==> src/rtl/iq_demod_accum_if.sv <==
// rtl/iq_demod_accum_if.sv - measurement request, reference/comparator inputs and I/Q result bus
interface iq_demod_accum_if #(
    parameter int ACC_W = 16
);
    logic                    Start;
    logic                    Sample;
    logic                    IP;
    logic                    QP;
    logic                    Busy;
    logic                    Valid;
    logic signed [ACC_W-1:0] I_out;
    logic signed [ACC_W-1:0] Q_out;
    logic                    Overflow;
    logic                    Error;

    modport master (
        output Start, Sample, IP, QP,
        input  Busy, Valid, I_out, Q_out, Overflow, Error
    );

    modport slave (
        input  Start, Sample, IP, QP,
        output Busy, Valid, I_out, Q_out, Overflow, Error
    );
endinterface

==> src/rtl/iq_demod_accum.sv <==
// rtl/iq_demod_accum.sv - I/Q demodulating accumulator over a whole number of IP periods
module iq_demod_accum #(
    parameter int NPERIODS = 4,
    parameter int ACC_W    = 16,
    parameter int TIMEOUT  = 1024
) (
    input  logic             Clk,
    input  logic             Reset,
    iq_demod_accum_if.slave  bus
);
    typedef enum logic [1:0] {IDLE, WAIT_EDGE, ACCUM, DONE} state_t;

    localparam int TW = (TIMEOUT > 2) ? $clog2(TIMEOUT) : 1;
    localparam logic [TW-1:0] TMAX  = TW'(TIMEOUT - 1);
    localparam logic [7:0]    NLAST = 8'(NPERIODS - 1);
    localparam logic signed [ACC_W-1:0] ONE  = {{(ACC_W-1){1'b0}}, 1'b1};
    localparam logic signed [ACC_W-1:0] MAXV = {1'b0, {(ACC_W-1){1'b1}}};
    localparam logic signed [ACC_W-1:0] MINV = -MAXV;

    // Returns {saturated, next}; the range is symmetric so +/-1 products cannot bias a sum.
    function automatic logic [ACC_W:0] sat_step(input logic signed [ACC_W-1:0] acc, input logic up);
        if (up)
            return (acc == MAXV) ? {1'b1, acc} : {1'b0, acc + ONE};
        else
            return (acc == MINV) ? {1'b1, acc} : {1'b0, acc - ONE};
    endfunction

    state_t                  state_q, state_d;
    logic                    ip_q;
    logic [7:0]              cnt_q, cnt_d;
    logic [TW-1:0]           timer_q, timer_d;
    logic signed [ACC_W-1:0] i_acc_q, i_acc_d, q_acc_q, q_acc_d;
    logic signed [ACC_W-1:0] i_out_q, i_out_d, q_out_q, q_out_d;
    logic                    ovf_q, ovf_d, ov_out_q, ov_out_d, err_q, err_d;
    logic                    acc_en;
    logic                    ip_edge;
    logic [ACC_W:0]          i_res, q_res;

    assign ip_edge = bus.IP & ~ip_q;
    assign i_res   = sat_step(i_acc_q, ~(bus.Sample ^ bus.IP));
    assign q_res   = sat_step(q_acc_q, ~(bus.Sample ^ bus.QP));

    always_comb begin
        state_d  = state_q;
        cnt_d    = cnt_q;
        timer_d  = timer_q;
        i_acc_d  = i_acc_q;
        q_acc_d  = q_acc_q;
        i_out_d  = i_out_q;
        q_out_d  = q_out_q;
        ovf_d    = ovf_q;
        ov_out_d = ov_out_q;
        err_d    = err_q;
        acc_en   = 1'b0;
        case (state_q)
            IDLE: begin
                if (bus.Start) begin
                    state_d = WAIT_EDGE;
                    cnt_d   = '0;
                    timer_d = '0;
                    i_acc_d = '0;
                    q_acc_d = '0;
                    ovf_d   = 1'b0;
                    err_d   = 1'b0;
                end
            end
            WAIT_EDGE: begin
                if (ip_edge) begin
                    state_d = ACCUM;
                    timer_d = '0;
                    acc_en  = 1'b1;
                end else if (timer_q == TMAX) begin
                    state_d = IDLE;
                    err_d   = 1'b1;
                end else begin
                    timer_d = timer_q + 1'b1;
                end
            end
            ACCUM: begin
                if (ip_edge) begin
                    timer_d = '0;
                    if (cnt_q == NLAST) begin
                        // Closing edge starts the next period, so it is left out of the sums.
                        state_d  = DONE;
                        i_out_d  = i_acc_q;
                        q_out_d  = q_acc_q;
                        ov_out_d = ovf_q;
                    end else begin
                        cnt_d  = cnt_q + 1'b1;
                        acc_en = 1'b1;
                    end
                end else if (timer_q == TMAX) begin
                    state_d = IDLE;
                    err_d   = 1'b1;
                end else begin
                    timer_d = timer_q + 1'b1;
                    acc_en  = 1'b1;
                end
            end
            DONE: state_d = IDLE;
            default: state_d = IDLE;
        endcase
        if (acc_en) begin
            i_acc_d = i_res[ACC_W-1:0];
            q_acc_d = q_res[ACC_W-1:0];
            ovf_d   = ovf_q | i_res[ACC_W] | q_res[ACC_W];
        end
    end

    always_ff @(posedge Clk or posedge Reset) begin
        if (Reset) begin
            state_q  <= IDLE;
            ip_q     <= 1'b0;
            cnt_q    <= '0;
            timer_q  <= '0;
            i_acc_q  <= '0;
            q_acc_q  <= '0;
            i_out_q  <= '0;
            q_out_q  <= '0;
            ovf_q    <= 1'b0;
            ov_out_q <= 1'b0;
            err_q    <= 1'b0;
        end else begin
            state_q  <= state_d;
            ip_q     <= bus.IP;
            cnt_q    <= cnt_d;
            timer_q  <= timer_d;
            i_acc_q  <= i_acc_d;
            q_acc_q  <= q_acc_d;
            i_out_q  <= i_out_d;
            q_out_q  <= q_out_d;
            ovf_q    <= ovf_d;
            ov_out_q <= ov_out_d;
            err_q    <= err_d;
        end
    end

    assign bus.Busy     = (state_q != IDLE);
    assign bus.Valid    = (state_q == DONE);
    assign bus.I_out    = i_out_q;
    assign bus.Q_out    = q_out_q;
    assign bus.Overflow = ov_out_q;
    assign bus.Error    = err_q;
endmodule

==> src/flat_wrapper.sv <==
// flat-port wrapper written by rule: the top's interface ports become plain ports
module iq_demod_accum_flat 
#(
    parameter int NPERIODS = 4,
    parameter int ACC_W    = 16,
    parameter int TIMEOUT  = 1024
)
  (Clk, Reset, bus_Start, bus_Sample, bus_IP, bus_QP, bus_Busy, bus_Valid, bus_I_out, bus_Q_out, bus_Overflow, bus_Error);
  iq_demod_accum_if #(.ACC_W(ACC_W)) bus_i ();
  input  logic Clk;
  input  logic Reset;
  input wire logic [$bits(bus_i.Start)-1:0] bus_Start;
  input wire logic [$bits(bus_i.Sample)-1:0] bus_Sample;
  input wire logic [$bits(bus_i.IP)-1:0] bus_IP;
  input wire logic [$bits(bus_i.QP)-1:0] bus_QP;
  output wire logic [$bits(bus_i.Busy)-1:0] bus_Busy;
  output wire logic [$bits(bus_i.Valid)-1:0] bus_Valid;
  output wire logic [$bits(bus_i.I_out)-1:0] bus_I_out;
  output wire logic [$bits(bus_i.Q_out)-1:0] bus_Q_out;
  output wire logic [$bits(bus_i.Overflow)-1:0] bus_Overflow;
  output wire logic [$bits(bus_i.Error)-1:0] bus_Error;
  assign bus_i.Start = bus_Start;
  assign bus_i.Sample = bus_Sample;
  assign bus_i.IP = bus_IP;
  assign bus_i.QP = bus_QP;
  assign bus_Busy = bus_i.Busy;
  assign bus_Valid = bus_i.Valid;
  assign bus_I_out = bus_i.I_out;
  assign bus_Q_out = bus_i.Q_out;
  assign bus_Overflow = bus_i.Overflow;
  assign bus_Error = bus_i.Error;
  iq_demod_accum #(.NPERIODS(NPERIODS), .ACC_W(ACC_W), .TIMEOUT(TIMEOUT)) u_core (.Clk(Clk), .Reset(Reset), .bus(bus_i));
endmodule
==> config.mk <==
export PLATFORM = sky130hd
export DESIGN_NAME = iq_demod_accum_flat
export DESIGN_NICKNAME = d
export VERILOG_FILES = /design/src/rtl/iq_demod_accum_if.sv /design/src/rtl/iq_demod_accum.sv /design/src/flat_wrapper.sv
export SDC_FILE = /design/constraint.sdc
export NUM_CORES = 1
export LEC_CHECK = 0
export CAP_MARGIN = 20
export CORE_MARGIN = 2
export CORE_UTILIZATION = 48
export CTS_BUF_LIST = sky130_fd_sc_hd__clkbuf_2
export DETAILED_ROUTE_END_ITERATION = 10
export PLACE_DENSITY = 0.7
export SLEW_MARGIN = 20
export SYNTH_ARGS = -nofsm -noshare
export SYNTH_HDL_FRONTEND = slang
export SYNTH_SLANG_ARGS = --single-unit
==> constraint.sdc <==
create_clock -name Clk -period 3.2 [get_ports Clk]
set_clock_uncertainty 0.05 [all_clocks]
set_input_delay 0.8 -clock Clk [delete_from_list [all_inputs] [get_ports Clk]]
set_output_delay 0.8 -clock Clk [all_outputs]
set_load 0.01 [all_outputs]
==> results.yml, run 1 <==
routing:
  ant_nets: 0
  wl_per_cell_um: 18.0
  wl_met1_um: 6590
  drt_pass1_iterations: 5
  top_layer: "met4"
  wl_met3_um: 967
  finalWirelength_um: 14400
  drtIter0Drc: 405
  wl_met2_um: 6620
  viasPerCell: 6.29
  drc: 0
  vias: 5035
logic_synthesis:
  synth_top_cell_area_share_pct: 39.8
  ys.warnings.count: 0
  ys_ff_latch: 88
  yosysMostFrequentCell: "dfrtp_1"
  synth-main-ff-cell: "dfrtp_1"
  syn_inst: 610
  synth-async-reset-ratio_pct: 100
  syn_avg_cell_area_um2: 9.08
  yosysTopAreaCell: "dfrtp_1"
  ys_types: 74
  synth_nets: 629
  synth-seq-area-share_pct: 39.8
  synth_area_leaders: "dfrtp_1 (40%), mux2_4 (4.3%), nand2_1 (4.3%)"
  synth_edf_count: 0
  yosys-top-cells-count: "dfrtp_1 (88), nand2_1 (64), nor2_1 (47)"
  synth_area_um2: 5540
final_layout:
  syn_to_final_growth_pct: 14.1
  fin_area_um2: 6320
  antenna_cells: 0
  drive_gt1_share_pct: 12.8
  final_util_pct: 55.8
  n_fill_cell: 1038
  finalNetCount: 671
worst_hold_path:
  holdCritPathClass: "in -> async"
sta:
  rsz0062_at_grt: "no"
  hold_violations: 0
  tightest_slew_ns: 0.762
  slew_headroom_pct: 48.2
  period_share_pct: 94.3
  finalSetupViolCount: 0
  layout_min_cycle_time_ns: 3.02
  slew_violations: 0
  max_freq_mhz: 331
  setup_ws_ns: 0.183
run:
  cap_violations: 0
grt:
  grt.total_usage_pct: 24.3
  grt_pass1_vias: 4871
  grt_pass1_wl_um: 24700
  antenna_found_initial: 0
  grt-ovfl-total: 0
  grt_max_degree: 68
critical_path:
  crit_chain: "inv_1 > ha_1 > inv_1 > clkdlybuf4s50_1"
  r2r_end: "u_core.q_acc_q[11]"
  rrSetupSlack_ns: 0.50
  end_kind: "primary output"
  slowest_stage: "clkdlybuf4s50_1"
  critPathMaxStageDelay_ns: 0.56
  r2r.worst_path.cells: 8
  arrival_ns: 2.17
  path_delay_family: "buffers and inverters"
  path_max_fanout: 7
  path_buf_inv: 3
  worstSetupPathType: "reg -> out"
  reg2reg_from: "u_core.q_acc_q[1]"
  crit_top_cell: "inv_1"
  cp.required_ns: 2.35
  start_kind: "flip-flop"
floorplanning:
  ios: 42
  fp.dieW_um: 111
  die_area_um2: 12400
  num_rows: 39
  initial_core_util_pct: 48.9
  core-area_um2: 11300
  dieHeight_um: 111
placement:
  dp_slack_ns: -0.0704
  place.gp.congestion: 0.940
  dp.final_hpwl_um: 10300
  placed_area_um2: 6180
  io_buffers: 41
clock_network:
  clk_latency_ns: 0.59
  cts_tree: "yes"
  clkTransAtPathRegs_ns: 0.23
  cts_resized: 0
  clockRootBuffer: "clkbuf_2"
  cts_sinks: 88
  holdBufCountCts: 0
  cts_max_path_buffers: 2
  htree_num_levels: 3
  post_cts_buffers: 0
  cts_buffers: 9
outcome:
  outcome: "completed"
power_and_ir_drop:
  ir_drop_uv: 379
  p_leak_uw: 0.00274
  power_density_nw_per_um2: 766
==> kinds of logic after synthesis <==
group	count (synthesis)	share of synthesized area [%]
flops	88	39.8
xor+xnor	19	3.14
mux	30	7.23
buf+inv	61	5.08
simple gates	240	22.0
compound gates	159	19.8
fa+ha+maj	13	2.94
==> state kept, by name (all words and copies together) (netlist names) <==
| name | count |
|---|---|
| u_core.q_acc_q | 16 |
| u_core.bus.Q_out | 16 |
| u_core.timer_q | 10 |
| u_core.i_acc_q | 16 |
| u_core.bus.I_out | 16 |
| u_core.bus.Error | 1 |
| u_core.ovf_q | 1 |
| u_core.state_q | 2 |
| u_core.bus.Overflow | 1 |
| u_core.cnt_q | 8 |
| u_core.ip_q | 1 |
==> cells in the final DEF (no fill, tap or decap), types with 4 or more instances in the layout <==
cell type	count
a22o_1	5
a21oi_1	22
and4_1	5
or2_2	4
nand4_1	18
a32o_1	10
mux2i_1	6
nand3_1	26
ha_1	13
o21ai_0	43
buf_4	30
inv_1	18
nor2_1	47
dfrtp_1	88
o31ai_1	7
clkdlybuf4s50_1	41
a31oi_1	14
xor2_1	14
a211o_1	4
nor3_1	20
mux2_4	16
xnor2_1	4
o22ai_1	5
clkbuf_2	12
or3_1	9
a221o_1	4
o221ai_1	6
and2_1	8
nand2_1	64
and3_1	6
nor4_1	11
o211ai_1	6
mux2_2	6
==> routing by layer <==
| layer | track usage, % | vias to the layer above |
|---|---|---|
| met3 | 3.92 | 15 |
| li1 | - | 2362 |
| met1 | 35.4 | 2470 |
| met2 | 36.7 | 188 |
| met5 | 0 | - |
| met4 | 9.38 | 0 |
==> worst max path at each step <==
stage | startpoint | end | slack (ns) | cells past startpoint
2_1_floorplan | Reset | u_core.bus.Error | 0.07 | 1
3_3_place_gp | bus_QP | u_core.q_acc_q[11] | 0.01 | 6
3_5_place_dp | bus_QP | u_core.q_acc_q[11] | -0.07 | 6
4_1_cts | u_core.state_q[0] | bus_Busy | 0.13 | 4
5_1_grt | u_core.state_q[0] | bus_Busy | 0.06 | 4
6_report | u_core.state_q[0] | bus_Busy | 0.18 | 4
==> worst register-to-register path: cells and delay by family, from the launching register on <==
family,cells,cell delay (ns)
flip-flops,1,0.51
adder cells (fa/ha/maj),1,0.16
multiplexers,1,0.64
AND/OR/NAND/NOR,2,0.63
buffers and inverters,1,0.19
AO/OA/AOI/OAI,3,0.44
==> report_power, final <==
group	leakage, µW	switching (µW)	total, µW	internal (µW)
Combinational	0.00147	1470	2480	1010
Sequential	0.00119	408	1720	1310
Clock	0.0000836	374	639	265
Total	0.00274	2250	4840	2580
==> metrics by stage <==
stage / cells / setup TNS (ns) / power, µW / hold slack, ns
after floorplan: 610 / 0 / 3460 / 0.414
after global placement: 784 / 0 / 4110 / 0.414
after detailed placement: 784 / -0.0704 / 4160 / 0.423
after CTS: 800 / 0 / 4820 / 0.387
after global routing: 800 / 0 / 5250 / 0.433
final: 800 / 0 / 4840 / 0.430
==> layout make-up <==
type | count | area [µm²] | share of cell area (%)
clock buffers | 12 | 60.1 | 0.951
clock inverters | 4 | 68.8 | 1.09
inverters | 19 | 72.6 | 1.15
multi-input cells | 461 | 3060 | 48.4
flip-flops and latches | 88 | 2200 | 34.9
well taps | 143 | 179 | 2.83
repair buffers | 73 | 676 | 10.7
No activity file was read; power rests on OpenSTA's default activity.
==> run 2: changes to the inputs <==
CAP_MARGIN = not set   (was 20)
CORE_MARGIN = 4   (was 2)
clock period = 2.7 ns   (was 3.2 ns; I/O delays follow)
==> run 2 against run 1 <==
  * Via count rose by 1.1%
  * Combinational power rose by 31%
  * Final area rose by 3.6%
  * Clock-buffer cell count fell by 2
  * Register-to-register slack got worse by 0.38 ns
  * Wire length rose by 2.4%
  * Critical path depth rose by 1
  * Power rose by 27%
  * Clock power rose by 36%
  * Non-clock buffer count rose by 24
  * Flip-flop and latch count did not move
  * First-iteration DRC count rose by 14%
  * Critical path type is now reg -> reg
  * Largest power group unchanged
==> results.yml, run 2 (synthesis results as in run 1) <==
clock_network:
  clkTransAtPathRegs_ns: 0.24
  cts_tree: "yes"
  clk_latency_ns: 0.62
  cts_buffers: 9
  clockRootBuffer: "clkbuf_2"
  htree_num_levels: 3
  cts_sinks: 88
  cts_max_path_buffers: 2
final_layout:
  n_fill_cell: 995
  drive_gt1_share_pct: 16.4
  mostFrequentLayoutCell: "dfrtp_1"
  syn_to_final_growth_pct: 18.2
  fin_area_um2: 6550
  finalNetCount: 695
  final_cell_mix: "dfrtp_1 (85), nand2_1 (64), buf_4 (53)"
routing:
  vias: 5090
  viasPerCell: 6.18
  drt_pass1_iterations: 5
  finalWirelength_um: 14700
  drtIter0Drc: 460
  wl_per_cell_um: 17.9
  ant_nets: 0
  drc: 0
critical_path:
  cp.required_ns: 3.17
  end_kind: "flip-flop"
  crit_path_start: "u_core.cnt_q[0]"
  start_kind: "flip-flop"
  reg2reg_from: "u_core.cnt_q[0]"
  path_max_fanout: 45
  arrival_ns: 3.05
  worstSetupPathType: "reg -> reg"
floorplanning:
  die_area_um2: 13300
  ios: 42
  fp.dieW_um: 115
  core-area_um2: 11100
  num_rows: 38
  dieHeight_um: 115
  initial_core_util_pct: 50.0
worst_hold_path:
  holdCritPathClass: "in -> async"
placement:
  placed_area_um2: 6360
  place.gp.congestion: 0.946
  io_buffers: 41
  dp.final_hpwl_um: 10500
  dp_slack_ns: -0.312
grt:
  grt_pass1_wl_um: 24800
  grt.total_usage_pct: 23.5
  antenna_found_initial: 2
  grt-ovfl-total: 0
  grt_pass1_vias: 4797
  grt_max_degree: 89
run:
  cap_violations: 0
sta:
  setup_ws_ns: 0.125
  max_freq_mhz: 388
  rsz0062_at_grt: "no"
  hold_violations: 0
  period_share_pct: 95.4
  layout_min_cycle_time_ns: 2.58
  finalSetupViolCount: 0
  tightest_slew_ns: 0.833
  slew_violations: 0
  slew_headroom_pct: 44.0
power_and_ir_drop:
  power_density_nw_per_um2: 937
  p_leak_uw: 0.00287
  ir_drop_uv: 519
outcome:
  outcome: "completed"
run 2: cell types whose count changed in the layout (fill, tap and decap cells not counted), moves of 2 or more:
cell and delta:
clkbuf_2 -2, buf_4 +23, dfrtp_2 +3, diode_2 +2, dfrtp_1 -3
run 2: worst max-delay path: stages (launching register included):
cell and delay (ns):
dfrtp_1 0.45, ha_1 0.25, or4b_4 0.50, or4_2 0.69
buf_12 0.22, mux2_4 0.32
run 2: path summary, 6_finish.rpt:
kind | endpoint | slack [ns] | cells after the start
max in group asynchronous | u_core.bus.Q_out[15] | 1.76 | 3
setup reg to reg | u_core.bus.I_out[12] | 0.12 | 5
min in group Clk | u_core.bus.Q_out[0] | 0.46 | 2
hold / removal | u_core.bus.Q_out[11] | 0.42 | 3
setup / recovery | u_core.bus.I_out[12] | 0.12 | 5
hold reg to reg | u_core.bus.Q_out[0] | 0.46 | 2
run 2: what timing repair did:
action                                 CTS  global route
hold buffers                             0             0
buffers inserted                         2             0
setup endpoints to repair                1             8
pin swaps                                0             1
gates resized for setup                  2             4
endpoints found under the hold margin    0             0
run 2: metrics by stage:
| step | cells | total power [µW] | utilization [%] | TNS, ns | hold slack, ns |
|---|---|---|---|---|---|
| after floorplan | 610 | 4100 | - | 0 | 0.414 |
| after global placement | 803 | 5130 | 57.4 | -3.15 | 0.413 |
| after detailed placement | 803 | 5180 | 57.4 | -5.80 | 0.419 |
| after CTS | 821 | 6090 | 59.0 | 0 | 0.432 |
| after global routing | 823 | 6610 | 59.1 | 0 | 0.420 |
| final | 823 | 6130 | 59.1 | 0 | 0.424 |
run 2: per-layer routing:
layer  share of wire, %  GRT usage [%]  up-vias  wire length, µm
met5                  0              0        -                0
met4                1.8           7.75        0              265
met3                8.3           6.21       22             1210
met2                 44           34.6      211             6520
met1                 46           33.7     2449             6710
li1                   -              -     2408                -
run 2: where the power goes:
| part | leakage [µW] | internal (µW) | switching (µW) |
|---|---|---|---|
| Sequential | 0.00118 | 1550 | 451 |
| Combinational | 0.00160 | 1400 | 1860 |
| Clock | 0.0000935 | 400 | 472 |
run 2: area by class of cell:
| type | instances | area, µm² | share of cell area, % |
|---|---|---|---|
| Sequential cell | 88 | 2210 | 33.7 |
| Clock inverter | 6 | 108 | 1.64 |
| Tap cell | 140 | 175 | 2.68 |
| Multi-Input combinational cell | 461 | 3060 | 46.8 |
| Timing Repair Buffer | 97 | 867 | 13.2 |
| Antenna cell | 2 | 5.00 | 0.0765 |
| Clock buffer | 10 | 50.0 | 0.765 |
| Inverter | 19 | 75.1 | 1.15 |
==> run 3: changes to the inputs <==
CORE_ASPECT_RATIO = 2   (was not set)
TNS_END_PERCENT = 30   (was not set)
==> run 3 against run 2 <==
  * Global-route usage up 2.7 points
  * Wire length up 18%
  * First-iteration DRC count down 9.8%
  * Highest routed layer unchanged
==> results.yml, run 3 (synthesis results as in run 1) <==
outcome:
  outcome: "completed"
clock_network:
  clkTransAtPathRegs_ns: 0.28
  cts_max_path_buffers: 2
  cts_tree: "yes"
  cts_buffers: 9
  clk_latency_ns: 0.59
  holdBufCountCts: 0
  cts_sinks: 88
  clockRootBuffer: "clkbuf_2"
  htree_num_levels: 3
routing:
  drtIter0Drc: 415
  finalWirelength_um: 17400
  viasPerCell: 6.40
  drt_pass1_iterations: 7
  wl_met3_um: 806
  wl_met2_um: 8970
  wl_per_cell_um: 20.7
  drc: 0
  wl_met1_um: 6020
  vias: 5361
  top_layer: "met4"
  ant_nets: 0
grt:
  grt-ovfl-total: 0
  grt_pass1_vias: 5580
  grt_max_degree: 89
  grt.total_usage_pct: 26.2
  antenna_found_initial: 1
  grt_pass1_wl_um: 28200
sta:
  layout_min_cycle_time_ns: 2.63
  finalSetupTns_ns: 0
  tightest_slew_ns: 0.819
  finalSetupViolCount: 0
  slew_violations: 0
  max_freq_mhz: 381
  slew_headroom_pct: 45.0
  hold_violations: 0
  period_share_pct: 97.2
floorplanning:
  initial_core_util_pct: 49.1
  num_rows: 55
  core-area_um2: 11300
  ios: 42
  dieHeight_um: 160
  die_area_um2: 13400
  fp.dieW_um: 83.9
placement:
  io_buffers: 41
  place.gp.congestion: 1.02
  placed_area_um2: 6470
  dp.final_hpwl_um: 12600
worst_hold_path:
  holdCritPathClass: "in -> async"
final_layout:
  fin_area_um2: 6650
  finalNetCount: 709
  final_util_pct: 59.0
  mostFrequentLayoutCell: "dfrtp_1"
  final_cell_mix: "dfrtp_1 (86), buf_4 (67), nand2_1 (64)"
  syn_to_final_growth_pct: 20.2
  multiInputGateArea_um2: 3080
  seq_area_um2: 2200
  drive_gt1_share_pct: 18.3
  n_fill_cell: 1031
power_and_ir_drop:
  power_density_nw_per_um2: 969
  p_leak_uw: 0.00295
  ir_drop_uv: 612
critical_path:
  crit_chain: "ha_1 > nand4_1 > o41a_1 > buf_4 > a221o_1 > a32o_1"
  reg2reg_from: "u_core.q_acc_q[0]"
  start_kind: "flip-flop"
  arrival_ns: 3.08
  end_kind: "flip-flop"
  critPathMaxStageDelay_ns: 0.56
  worstSetupPathType: "reg -> reg"
  slowest_stage: "o41a_1"
  rrSetupSlack_ns: 0.07
  crit_path_start: "u_core.q_acc_q[0]"
  path_max_fanout: 9
  cp.required_ns: 3.15
run:
  cap_violations: 0
-- run 3: worst paths after layout --
kind	depth (start not counted)	endpoint
setup / recovery	6	u_core.q_acc_q[2]
hold / removal	3	u_core.bus.Q_out[15]
setup reg to reg	6	u_core.q_acc_q[2]
hold reg to reg	2	u_core.bus.I_out[7]
max in group asynchronous	3	u_core.i_acc_q[10]
min in group Clk	2	u_core.bus.I_out[7]
-- run 3: report_power, final --
| part | internal [µW] | total [µW] | switching, µW |
|---|---|---|---|
| Combinational | 1520 | 3620 | 2100 |
| Clock | 320 | 832 | 513 |
| Sequential | 1550 | 2000 | 443 |
| Total | 3390 | 6450 | 3060 |
-- run 3: stage by stage --
| step | power [µW] | cells | setup WS [ns] | hold slack, ns |
|---|---|---|---|---|
| floorplan | 4100 | 610 | 0.392 | 0.414 |
| global placement | 5430 | 819 | -0.189 | 0.415 |
| detailed placement | 5460 | 819 | -0.186 | 0.420 |
| CTS | 6340 | 837 | 0.0532 | 0.470 |
| global route | 6890 | 838 | -0.0396 | 0.457 |
| finish | 6450 | 838 | 0.0747 | 0.465 |
-- run 3: layout make-up --
cell class / count / share of cell area [%]
sequential: 88 / 33.1
clock buffer: 9 / 0.677
inverter: 19 / 1.13
multi-input combinational: 461 / 46.2
timing repair buffer: 111 / 14.6
tap: 142 / 2.67
antenna: 1 / 0.0376
clock inverter: 7 / 1.50
-- run 3: what timing repair did --
item                                    CTS  global route
hold endpoints to repair                  0             0
resized for setup                         1             6
buffers inserted                          2             0
pin swaps                                 0             0
endpoints found under the setup margin    1            20
-- run 3: critical path, delay by kind of cell (launching register included) --
| family | cells | cell delay [ns] |
|---|---|---|
| buffers and inverters | 1 | 0.19 |
| adder cells (fa/ha/maj) | 1 | 0.27 |
| AND/OR/NAND/NOR | 1 | 0.34 |
| AO/OA/AOI/OAI | 3 | 1.18 |
| flip-flops | 1 | 0.52 |
-- run 3: layer usage --
metal	vias up	GRT usage (%)
li1	2431	-
met4	0	20.9
met1	2573	25.8
met3	116	4.39
met5	-	0
met2	241	47.0
